`src/rtl/display_ctrl_pkg.sv`:
```
// -----------------------------------------------------------------------------
// display_ctrl_pkg
// Shared types and constants for the calculator display scan controller.
//   state_t     : display mode FSM encoding (ENTRY / WAIT / RESULT / ERR)
//   AN_ALL_OFF  : anode pattern with every digit dark (active-low enables)
//   DIGITS      : number of multiplexed digit positions
//   IDX_W       : width of the scan index
// -----------------------------------------------------------------------------
package display_ctrl_pkg;

    typedef enum logic [1:0] {
        ENTRY  = 2'b00,
        WAIT   = 2'b01,
        RESULT = 2'b10,
        ERR    = 2'b11
    } state_t;

    localparam logic [7:0] AN_ALL_OFF = 8'hFF;
    localparam int         DIGITS     = 4;
    localparam int         IDX_W      = 2;

    // Digits are dark while a result is pending or after a timeout.
    function automatic logic blank_for(input state_t s);
        return (s == WAIT) || (s == ERR);
    endfunction

    // Display source is the held ALU result in RESULT and ERR.
    function automatic logic shows_result(input state_t s);
        return (s == RESULT) || (s == ERR);
    endfunction

endpackage

```
`src/rtl/display_scan_controller_if.sv`:
```
// -----------------------------------------------------------------------------
// display_scan_controller_if
// Groups the controller's event inputs, ALU result inputs and display outputs.
//   slave  : view used by display_scan_controller (events in, display out)
//   master : view used by whatever drives the events and observes the display
// -----------------------------------------------------------------------------
interface display_scan_controller_if;

    logic        clear;
    logic        user_key_strobe;
    logic        calc_req;
    logic        alu_valid;
    logic [11:0] alu_result;
    logic        alu_sign;
    logic [1:0]  four_to_one_sel;
    logic        two_to_one_sel;
    logic [7:0]  an_n;
    logic [11:0] alu_result_q;
    logic        alu_sign_q;
    logic        busy;
    logic        timeout_err;

    modport slave (
        input  clear, user_key_strobe, calc_req, alu_valid, alu_result, alu_sign,
        output four_to_one_sel, two_to_one_sel, an_n, alu_result_q, alu_sign_q,
               busy, timeout_err
    );

    modport master (
        output clear, user_key_strobe, calc_req, alu_valid, alu_result, alu_sign,
        input  four_to_one_sel, two_to_one_sel, an_n, alu_result_q, alu_sign_q,
               busy, timeout_err
    );

endinterface

```
`src/rtl/digit_scan_counter.sv`:
```
// -----------------------------------------------------------------------------
// digit_scan_counter
// Refresh prescaler, digit scan index and active-low anode decode.
//   clk   : system clock
//   rst_n : asynchronous active-low reset
//   blank : force all anodes off (digits dark)
//   idx   : current digit position, advances once per REFRESH_DIV cycles
//   an_n  : active-low anode enables; upper four bits always 1
// The scan keeps running while blanked so the refresh phase is undisturbed.
// -----------------------------------------------------------------------------
module digit_scan_counter
    import display_ctrl_pkg::*;
#(
    parameter int REFRESH_DIV = 100000,
    parameter int CNT_W       = 20
) (
    input  logic             clk,
    input  logic             rst_n,
    input  logic             blank,
    output logic [IDX_W-1:0] idx,
    output logic [7:0]       an_n
);

    logic [CNT_W-1:0]  r_presc;
    logic [IDX_W-1:0]  r_idx;
    logic              w_slot_end;
    logic [DIGITS-1:0] w_an_low;

    assign w_slot_end = (r_presc == CNT_W'(REFRESH_DIV - 1));

    always_ff @(posedge clk or negedge rst_n) begin
        if (!rst_n) begin
            r_presc <= '0;
            r_idx   <= '0;
        end else if (w_slot_end) begin
            r_presc <= '0;
            // Two-bit index wraps 3 -> 0 on its own.
            r_idx   <= r_idx + 1'b1;
        end else begin
            r_presc <= r_presc + 1'b1;
        end
    end

    // One enable per digit, pulled low only for the selected position.
    genvar gi;
    generate
        for (gi = 0; gi < DIGITS; gi++) begin : g_anode
            assign w_an_low[gi] = (r_idx != IDX_W'(gi));
        end
    endgenerate

    assign idx  = r_idx;
    assign an_n = blank ? AN_ALL_OFF : {{(8 - DIGITS){1'b1}}, w_an_low};

endmodule

```
`src/rtl/display_scan_controller.sv`:
```
// -----------------------------------------------------------------------------
// display_scan_controller
// Sequences the calculator's 7-segment output: digit scan, source select and
// a hold register for the ALU result so the display is stable while the ALU
// inputs move.
//   clk   : system clock
//   rst_n : asynchronous active-low reset
//   bus   : slave view of display_scan_controller_if
//           in  : clear, user_key_strobe, calc_req, alu_valid, alu_result, alu_sign
//           out : four_to_one_sel, two_to_one_sel, an_n, alu_result_q,
//                 alu_sign_q, busy, timeout_err
// Event priority in one cycle: clear > alu_valid > timeout > calc_req > key.
// -----------------------------------------------------------------------------
module display_scan_controller
    import display_ctrl_pkg::*;
#(
    parameter int REFRESH_DIV = 100000,
    parameter int TIMEOUT_CYC = 1000000,
    parameter int CNT_W       = 20
) (
    input  logic                        clk,
    input  logic                        rst_n,
    display_scan_controller_if.slave    bus
);

    state_t           r_state;
    logic [CNT_W-1:0] r_tcnt;
    logic [11:0]      r_alu_result;
    logic             r_alu_sign;

    logic [IDX_W-1:0] w_idx;
    logic [7:0]       w_an_n;
    logic             w_timeout;

    assign w_timeout = (r_tcnt == CNT_W'(TIMEOUT_CYC - 1));

    always_ff @(posedge clk or negedge rst_n) begin
        if (!rst_n) begin
            r_state      <= ENTRY;
            r_tcnt       <= '0;
            r_alu_result <= '0;
            r_alu_sign   <= 1'b0;
        end else if (bus.clear) begin
            r_state      <= ENTRY;
            r_tcnt       <= '0;
            r_alu_result <= '0;
            r_alu_sign   <= 1'b0;
        end else begin
            unique case (r_state)
                ENTRY: begin
                    if (bus.calc_req) begin
                        r_state <= WAIT;
                        r_tcnt  <= '0;
                    end
                end
                WAIT: begin
                    // A result arriving on the last allowed cycle still wins.
                    if (bus.alu_valid) begin
                        r_alu_result <= bus.alu_result;
                        r_alu_sign   <= bus.alu_sign;
                        r_state      <= RESULT;
                    end else if (w_timeout) begin
                        r_state <= ERR;
                    end else begin
                        r_tcnt <= r_tcnt + 1'b1;
                    end
                end
                RESULT: begin
                    if (bus.calc_req) begin
                        r_state <= WAIT;
                        r_tcnt  <= '0;
                    end else if (bus.user_key_strobe) begin
                        r_state <= ENTRY;
                    end
                end
                ERR: begin
                    if (bus.calc_req || bus.user_key_strobe) begin
                        r_state <= ENTRY;
                    end
                end
                default: r_state <= ENTRY;
            endcase
        end
    end

    digit_scan_counter #(
        .REFRESH_DIV (REFRESH_DIV),
        .CNT_W       (CNT_W)
    ) u_scan (
        .clk   (clk),
        .rst_n (rst_n),
        .blank (blank_for(r_state)),
        .idx   (w_idx),
        .an_n  (w_an_n)
    );

    assign bus.four_to_one_sel = w_idx;
    assign bus.two_to_one_sel  = shows_result(r_state);
    assign bus.an_n            = w_an_n;
    assign bus.alu_result_q    = r_alu_result;
    assign bus.alu_sign_q      = r_alu_sign;
    assign bus.busy            = (r_state == WAIT);
    assign bus.timeout_err     = (r_state == ERR);

endmodule

```
`src/flat_wrapper.sv`:
```
// flat-port wrapper written by rule: the top's interface ports become plain ports
module display_scan_controller_flat import display_ctrl_pkg::*;
#(
    parameter int REFRESH_DIV = 100000,
    parameter int TIMEOUT_CYC = 1000000,
    parameter int CNT_W       = 20
)
  (clk, rst_n, bus_clear, bus_user_key_strobe, bus_calc_req, bus_alu_valid, bus_alu_result, bus_alu_sign, bus_four_to_one_sel, bus_two_to_one_sel, bus_an_n, bus_alu_result_q, bus_alu_sign_q, bus_busy, bus_timeout_err);
  display_scan_controller_if bus_i ();
  input  logic clk;
  input  logic rst_n;
  input wire logic [$bits(bus_i.clear)-1:0] bus_clear;
  input wire logic [$bits(bus_i.user_key_strobe)-1:0] bus_user_key_strobe;
  input wire logic [$bits(bus_i.calc_req)-1:0] bus_calc_req;
  input wire logic [$bits(bus_i.alu_valid)-1:0] bus_alu_valid;
  input wire logic [$bits(bus_i.alu_result)-1:0] bus_alu_result;
  input wire logic [$bits(bus_i.alu_sign)-1:0] bus_alu_sign;
  output wire logic [$bits(bus_i.four_to_one_sel)-1:0] bus_four_to_one_sel;
  output wire logic [$bits(bus_i.two_to_one_sel)-1:0] bus_two_to_one_sel;
  output wire logic [$bits(bus_i.an_n)-1:0] bus_an_n;
  output wire logic [$bits(bus_i.alu_result_q)-1:0] bus_alu_result_q;
  output wire logic [$bits(bus_i.alu_sign_q)-1:0] bus_alu_sign_q;
  output wire logic [$bits(bus_i.busy)-1:0] bus_busy;
  output wire logic [$bits(bus_i.timeout_err)-1:0] bus_timeout_err;
  assign bus_i.clear = bus_clear;
  assign bus_i.user_key_strobe = bus_user_key_strobe;
  assign bus_i.calc_req = bus_calc_req;
  assign bus_i.alu_valid = bus_alu_valid;
  assign bus_i.alu_result = bus_alu_result;
  assign bus_i.alu_sign = bus_alu_sign;
  assign bus_four_to_one_sel = bus_i.four_to_one_sel;
  assign bus_two_to_one_sel = bus_i.two_to_one_sel;
  assign bus_an_n = bus_i.an_n;
  assign bus_alu_result_q = bus_i.alu_result_q;
  assign bus_alu_sign_q = bus_i.alu_sign_q;
  assign bus_busy = bus_i.busy;
  assign bus_timeout_err = bus_i.timeout_err;
  display_scan_controller #(.REFRESH_DIV(REFRESH_DIV), .TIMEOUT_CYC(TIMEOUT_CYC), .CNT_W(CNT_W)) u_core (.clk(clk), .rst_n(rst_n), .bus(bus_i));
endmodule
```
`config.mk`:
```
export PLATFORM = sky130hd
export DESIGN_NAME = display_scan_controller_flat
export DESIGN_NICKNAME = d
export VERILOG_FILES = /design/src/rtl/display_ctrl_pkg.sv /design/src/rtl/display_scan_controller_if.sv /design/src/rtl/digit_scan_counter.sv /design/src/rtl/display_scan_controller.sv /design/src/flat_wrapper.sv
export SDC_FILE = /design/constraint.sdc
export NUM_CORES = 1
export LEC_CHECK = 0
export ABC_AREA = 1
export ABC_CLOCK_PERIOD_IN_PS = 2270
export BUFFER_PORTS_ARGS = -buffer_cell sky130_fd_sc_hd__buf_4
export CORE_MARGIN = 3
export CORE_UTILIZATION = 60
export CTS_BUF_LIST = sky130_fd_sc_hd__clkbuf_4 sky130_fd_sc_hd__clkbuf_8 sky130_fd_sc_hd__clkbuf_16
export DETAILED_ROUTE_END_ITERATION = 8
export GPL_TIMING_DRIVEN = 0
export PLACE_DENSITY = 0.92
export REMOVE_ABC_BUFFERS = 1
export SKIP_CTS_REPAIR_TIMING = 1
export SYNTH_ARGS = -nofsm -noshare
export SYNTH_HDL_FRONTEND = slang
export SYNTH_SLANG_ARGS = --single-unit
```
`constraint.sdc`:
```
create_clock -name clk -period 2.27 [get_ports clk]
set_clock_uncertainty 0.1 [all_clocks]
set_input_delay 0.1135 -clock clk [delete_from_list [all_inputs] [get_ports clk]]
set_output_delay 0.1135 -clock clk [all_outputs]
set_load 0.01 [all_outputs]
```
==> flow_summary.toml, run 1 <==
[timing]
fmax_ghz = 0.483
fin_crit_sh_pct = 91.2
tightest_slew_ps = 918
tns_ps = 0
finalHoldViolCount = 0
slew_violations = 0
timing.hold.ws_ps = 3.60
relSlewSlack_pct = 38.7
finalSetupViolCount = 0
min_period_ps = 2070

[worst_setup_path]
cp.arrival_ps = 2240
required_ps = 2440
startpoint = "bus_clear"
r2r-end = "u_core.r_tcnt[3]"
reg2reg_slack_ps = 250
crit_path_end_kind = "flip-flop"
crit_fanout = 31
r2r_cells = 6
setup.worst_path.class = "primary input to flip-flop"
cp-start-kind = "primary input"
r2r-start = "u_core.r_state[0]"

[route]
drt-pass1-iter-count = 5
wirelength_um = 9460
wl_per_cell_um = 16.0
drtIter0Drc = 454
via_count = 3415
final_antenna_net_count = 0
drc = 0
routed_via_density = 5.79

[die]
dieArea_um2 = 6600
initial_core_util_pct = 64.0
rows = 26
num_io_pins = 45
core_area_um2 = 5300
die_y_um = 81.2
fp.dieW_um = 81.2

[synth]
ys_warn_count = 0
synth.top_cell.area_share_pct = 42.0
syn_avg_cell_area_um2 = 7.33
yosysTopAreaCell = "dfrtp_1"
synth_most_common_cell = "nand2_1"
synth_ff_type = "dfrtp_1"
ys_seq_area_share_pct = 42.0
yosysUniqueCellTypes = 32
async_flop_share_pct = 100
yosys_register_bits = 57
syn_area_um2 = 3390
ys_top_cells_by_count = "nand2_1 (122), inv_1 (59), dfrtp_1 (57)"
synth_edf_count = 0
postSynthCellCount = 463
ys_top_cells_by_area = "dfrtp_1 (42%), nand2_1 (13%), nand3_1 (7.4%)"

[global_routing]
busiest_layer = "met2"
grt_use_met1_pct = 34.7
grt_max_degree = 58
met2_usage_pct = 40.8
gr-total-overflow = 0
met3_usage_pct = 5.32
antenna_found_initial = 0
grt_pass1_vias = 3021
grt_pass1_wl_um = 13300
track_usage_pct = 26.0

[cells_and_area]
diodes = 0
drive_above_1_share_pct = 14.8
fillers = 331
multi_input_area_um2 = 1650
syn2layout_area_growth_pct = 19.8
fin_nets = 540
register_area_um2 = 1430
post-route-util_pct = 76.7

[pwr]
vdd_drop_max_uv = 451
power_density_nw_per_um2 = 612
leakage_nw = 2.03
power.total_mw = 2.49

[clock_tree]
clockBufferDepth = 2
cts_buffers = 9
root_buffer = "clkbuf_8"
cts_sinks = 57
clkSlewWorstSetupHoldPaths_ps = 80
cts_tree = "done"
clock_latency_ps = 350
htree_levels = 3

[worst_hold_path]
min_path_type = "primary input to flip-flop"
hold_depth = 3
min_from = "bus_alu_valid"
whs_endpoint = "u_core.bus.alu_result_q[5]"

[run]
drv_cap = 0

[run_status]
status = "completed"

[placed_design]
placement.io_buffers = 40
hpwlAfterDp_um = 5470
gp_congestion = 0.951
how the worst max path moves through the flow:
stage                     cells after the start  slack [ps]                end
after floorplan                               6         470  u_core.r_tcnt[10]
after global placement                        7         -80  u_core.r_tcnt[18]
after detailed placement                      8        -170   u_core.r_tcnt[2]
after CTS                                     6          40   u_core.r_tcnt[2]
after global routing                          8         -70   u_core.r_tcnt[3]
final                                         8         200   u_core.r_tcnt[3]
registers in the layout (all words and copies together) (netlist names):
register,flops
u_core.r_tcnt,20
u_core.u_scan.idx,2
u_core.r_state,2
u_core.bus.alu_sign_q,1
u_core.u_scan.r_presc,20
u_core.bus.alu_result_q,12
through the flow:
stage          area (um^2)  setup slack (ps)  cells
6_report              4070               201    590
3_3_place_gp          3690             -80.3    560
4_1_cts               3920              41.8    576
3_5_place_dp          3690              -169    560
5_1_grt               4070             -69.6    590
2_1_floorplan         3300               472    450
worst max-delay path, stage by stage:
cell	delay (ps)
buf_4	110
inv_1	650
nand2_1	290
nor2_4	360
nand3_1	190
nand2_4	300
nand2_1	110
o21ai_1	100
final cells by class:
type / count / area share (%)
multi-input cells: 331 / 40.6
flip-flops and latches: 57 / 35.1
repair buffers: 54 / 10.8
inverters: 62 / 5.72
clock buffers: 11 / 3.72
well taps: 70 / 2.15
clock inverters: 5 / 1.91
placed cells by master, fill, tap and decap left out, types with 4 or more instances in the layout:
cell,count
nor2_1,45
o21ai_1,14
nand3_1,50
conb_1,4
inv_1,59
ha_1,6
clkbuf_8,11
a21oi_1,4
xor2_1,14
o21ai_0,9
dfrtp_1,56
nor3_1,10
nand2_1,122
buf_4,40
dlygate4sd3_1,14
nand4_1,28
nor2_2,6
metal layers:
layer  vias up  share of wire, %
met5         -                 0
met4         0               4.0
met3        41               9.5
met2       225                47
met1      1564                39
li1       1585                 -
kinds of logic after synthesis:
| group | after synthesis | synth area share (%) |
|---|---|---|
| xor gates and xnor gates | 16 | 4.13 |
| other | 1 | 0.110 |
| buffers and inverters | 78 | 9.88 |
| DFF | 57 | 42.0 |
| and+or+nand+nor | 274 | 36.6 |
| adders and majority gates | 6 | 2.21 |
| AOI/OAI and AO/OA | 31 | 5.01 |
power breakdown:
group / total (mW) / switching (mW) / internal, mW
logic: 0.272 / 0.171 / 0.101
registers: 1.09 / 0.0455 / 1.04
clock network: 1.13 / 0.454 / 0.674
total: 2.49 / 0.670 / 1.82
No activity file was read; power rests on OpenSTA's default activity.
==> run 2, diff against run 1 <==
CORE_UTILIZATION = 44   (was 60)
PLACE_DENSITY = 0.73   (was 0.92)
SLEW_MARGIN = 10   (was not set)
==> run 2 against run 1 <==
Net effect: setup slack improved by 2.5 ps; largest power group unchanged; critical path type is now flip-flop to flip-flop; global-route usage decreased by 6.8 points; fmax increased by 0.12%.
==> flow_summary.toml, run 2 (synthesis gave the netlist of run 1 again) <==
[run_status]
status = "completed"

[run]
drv_cap = 0

[pwr]
leakage_nw = 2.03
vdd_drop_max_uv = 379
power_density_nw_per_um2 = 609

[timing]
slew_violations = 0
tightest_slew_ps = 722
relSlewSlack_pct = 51.8
fin_crit_sh_pct = 91.0
fmax_ghz = 0.484
finalHoldViolCount = 0
finalSetupViolCount = 0
min_period_ps = 2070
layout_setup_ws_ps = 203
rsz0062_at_grt = "false"

[worst_setup_path]
cp_common_cell = "nand2_1"
crit_fanout = 31
crit_path_end_kind = "flip-flop"
cp-start-kind = "flip-flop"
path_buf_inv = 0
path_delay_family = "simple AND/OR/NAND/NOR gates"
cp.arrival_ps = 2220
required_ps = 2420
cp_slowest_cell = "dfrtp_2"
setup.worst_path.class = "flip-flop to flip-flop"
crit_chain = "nand2_1 -> nor2_4 -> nand3_1 -> nand2_2 -> nand2_1 -> o21ai_1"
max_stage_delay_ps = 570

[route]
wirelength_um = 8150
routed_via_density = 5.16
drt-pass1-iter-count = 5
drc = 0
final_antenna_net_count = 0
drtIter0Drc = 232
via_count = 3196
wl_per_cell_um = 13.2

[clock_tree]
htree_levels = 3
clockBufferDepth = 2
root_buffer = "clkbuf_8"
cts_buffers = 9
clkSlewWorstSetupHoldPaths_ps = 70
clock_latency_ps = 340
cts_tree = "done"
cts_sinks = 57

[cells_and_area]
fin_nets = 540
diodes = 0
layout_commonest_cell = "nand2_1"
post_layout_nonfiller_instances = 619
fillers = 677
layout_common_cells = "nand2_1 (122), inv_1 (58), dfrtp_1 (56)"
syn2layout_area_growth_pct = 21.2
drive_above_1_share_pct = 15.0

[global_routing]
gr-total-overflow = 0
grt_max_degree = 58
grt_pass1_vias = 2972
track_usage_pct = 19.2
antenna_found_initial = 0
grt_pass1_wl_um = 13400

[die]
dieArea_um2 = 8810
fp.dieW_um = 93.8
initial_core_util_pct = 46.1
num_io_pins = 45
core_area_um2 = 7370
die_y_um = 93.8
rows = 31

[placed_design]
dp_cells = 589
placement.io_buffers = 40
hpwlAfterDp_um = 5470
gp_congestion = 0.925
post-place-ws_ps = -195

[worst_hold_path]
min_path_type = "primary input to flip-flop"
==> run 2: changes by cell type in the layout (fill, tap and decap cells not counted) <==
cell and delta:
bufinv_16 +1, clkbuf_4 +2, clkbuf_8 -2, clkinv_2 -1, clkinv_4 +1, inv_1 -1
nand2_2 +1, nand2_4 -1
==> run 2: power breakdown <==
part	internal [mW]	switching (mW)
clock network	0.754	0.415
registers	1.04	0.0415
logic	0.101	0.153
==> run 2: cell type report <==
cell class / count / area, um^2 / share of cell area (%)
clock buffers: 11 / 139 / 3.37
clock inverters: 5 / 104 / 2.52
inverters: 62 / 236 / 5.75
multi-input cells: 331 / 1640 / 40.0
flip-flops and latches: 57 / 1430 / 34.7
well taps: 99 / 124 / 3.01
repair buffers: 54 / 440 / 10.7
==> run 2: routing by layer <==
| layer | track usage, % | up-vias | share of wire (%) |
|---|---|---|---|
| met1 | 23.6 | 1502 | 42 |
| li1 | - | 1589 | - |
| met2 | 30.7 | 87 | 51 |
| met5 | 0 | - | 0 |
| met3 | 6.41 | 18 | 4.7 |
| met4 | 8.06 | 0 | 2.2 |
==> run 2: worst min-delay path: stages <==
cell     delay [ps]
buf_4           170
nand3_1          90
nand2_1          50
==> run 2: stage by stage <==
stage	instance area (um^2)	power, mW	TNS [ps]	util [%]	hold slack (ps)
after floorplan	3300	1.20	0	-	-282
after global placement	3730	1.33	-3580	50.6	116
after detailed placement	3730	1.33	-3330	50.6	116
after CTS	3970	2.50	-5.48	53.9	-254
after global routing	4120	2.62	0	55.8	6.30
final	4120	2.51	0	55.8	17.3
==> run 2: worst paths after layout <==
check	startpoint	endpoint	slack, ps	cells past startpoint
min in group asynchronous	rst_n	u_core.r_tcnt[19]	270	2
max in group asynchronous	rst_n	u_core.r_state[0]	1290	2
min reg2reg	u_core.u_scan.r_presc[0]	u_core.u_scan.r_presc[0]	370	1
min	bus_alu_valid	u_core.bus.alu_result_q[6]	20	3
max	u_core.r_state[0]	u_core.r_tcnt[3]	200	6
max reg2reg	u_core.r_state[0]	u_core.r_tcnt[3]	200	6
==> run 3, diff against run 2 <==
CORE_ASPECT_RATIO = 0.9   (was not set)
GPL_TIMING_DRIVEN = not set   (was 0)
==> run 3 against run 2 <==
Net effect: hold slack got worse by 6.9 ps; via count fell by 1.6%; sequential power barely moved; cell count fell by 0.48%; count of clock-buffer cells in the layout fell by 1; clock power barely moved; combinational power rose by 6%; die area barely moved; utilization rose by 1.1 points; routed wire length fell by 5.3%; fmax rose by 6.2%; total power rose by 1.3%; critical path type unchanged; largest cell class unchanged; highest routed layer unchanged.
==> flow_summary.toml, run 3 (synthesis gave the netlist of run 1 again) <==
[die]
rows = 29
dieArea_um2 = 8810
fp.dieW_um = 98.6
initial_core_util_pct = 46.8
num_io_pins = 45
core_area_um2 = 7260
die_y_um = 89.3

[worst_setup_path]
crit_fanout = 31
required_ps = 2420
cp-start-kind = "flip-flop"
cp.arrival_ps = 2100
crit_path_end_kind = "flip-flop"
setup.worst_path.class = "flip-flop to flip-flop"
r2r_cells = 7

[cells_and_area]
layout_commonest_cell = "nand2_1"
fin_nets = 543
fillers = 665
syn2layout_area_growth_pct = 21.8
drive_above_1_share_pct = 15.1
layout_common_cells = "nand2_1 (122), inv_1 (59), dfrtp_1 (57)"
post_layout_nonfiller_instances = 616
final_cell_area_um2 = 4140
diodes = 0

[route]
wirelength_um = 7710
via_count = 3145
drt-pass1-iter-count = 5
drtIter0Drc = 178
routed_via_density = 5.11
final_antenna_net_count = 0
wl_per_cell_um = 12.5
drc = 0

[pwr]
leakage_nw = 2.05
power_density_nw_per_um2 = 614
vdd_drop_max_uv = 383

[placed_design]
hpwlAfterDp_um = 5340
gp_congestion = 0.926
dp_cells = 586
place_area_um2 = 3740
placement.io_buffers = 40

[clock_tree]
clock_latency_ps = 340
clkSlewWorstSetupHoldPaths_ps = 70
cts_tree = "done"
htree_levels = 3
clockBufferDepth = 2
cts_buffers = 9
cts_sinks = 57
root_buffer = "clkbuf_8"

[timing]
tns_ps = 0
slew_violations = 0
relSlewSlack_pct = 52.4
finalHoldViolCount = 0
fmax_ghz = 0.514
rsz0062_at_grt = "false"
timing.hold.ws_ps = 10.4
tightest_slew_ps = 713
fin_crit_sh_pct = 85.7
min_period_ps = 1950
finalSetupViolCount = 0

[global_routing]
grt_max_degree = 58
track_usage_pct = 18.3
grt_pass1_vias = 2886
antenna_found_initial = 0
grt_pass1_wl_um = 13200
gr-total-overflow = 0

[worst_hold_path]
min_path_type = "primary input to flip-flop"
hold_depth = 3

[run]
drv_cap = 0

[run_status]
status = "completed"
## run 3: report_power, final
group          internal, mW  leakage, nW  switching [mW]  total, mW
sequential             1.04        0.776          0.0314       1.07
clock                 0.762        0.123           0.433       1.20
combinational         0.109         1.15           0.161      0.270
## run 3: area by class of cell
class | count | area, um^2 | share of cell area (%)
Multi-Input combinational cell | 331 | 1640 | 39.8
Sequential cell | 57 | 1430 | 34.5
Timing Repair Buffer | 57 | 463 | 11.2
Inverter | 62 | 233 | 5.63
Clock buffer | 10 | 138 | 3.33
Tap cell | 93 | 116 | 2.81
Clock inverter | 6 | 115 | 2.78
## run 3: metrics by stage
step	total power [mW]	util, %	setup slack [ps]
final	2.54	57.0	324
after global routing	2.64	57.0	82.6
after CTS	2.54	55.1	320
after detailed placement	1.34	51.6	340
after global placement	1.34	51.6	442
after floorplan	1.20	-	472
## run 3: final timing paths
| check | start | to | slack, ps |
|---|---|---|---|
| worst max-delay path | u_core.r_tcnt[0] | u_core.r_tcnt[6] | 320 |
| worst min-delay path | bus_alu_valid | u_core.bus.alu_result_q[9] | 10 |
| worst max register to register | u_core.r_tcnt[0] | u_core.r_tcnt[6] | 320 |
| worst min register to register | u_core.u_scan.r_presc[0] | u_core.u_scan.r_presc[0] | 360 |
| max in group asynchronous | rst_n | u_core.r_tcnt[9] | 1310 |
| min in group asynchronous | rst_n | u_core.r_tcnt[0] | 280 |
## run 3: critical path, stage by stage, from the launching register on
cell     delay, ps
dfrtp_1        470
ha_1           260
nand3_1        140
nor2_1         150
nand3_1        100
nand2_2        420
nand2_1        110
o21ai_1        100
## run 3: routing by layer
layer	GRT usage (%)	part of all wire [%]
met4	5.96	1.2
met2	28.3	44
met5	0	0
met1	25.6	48
met3	4.21	6.7
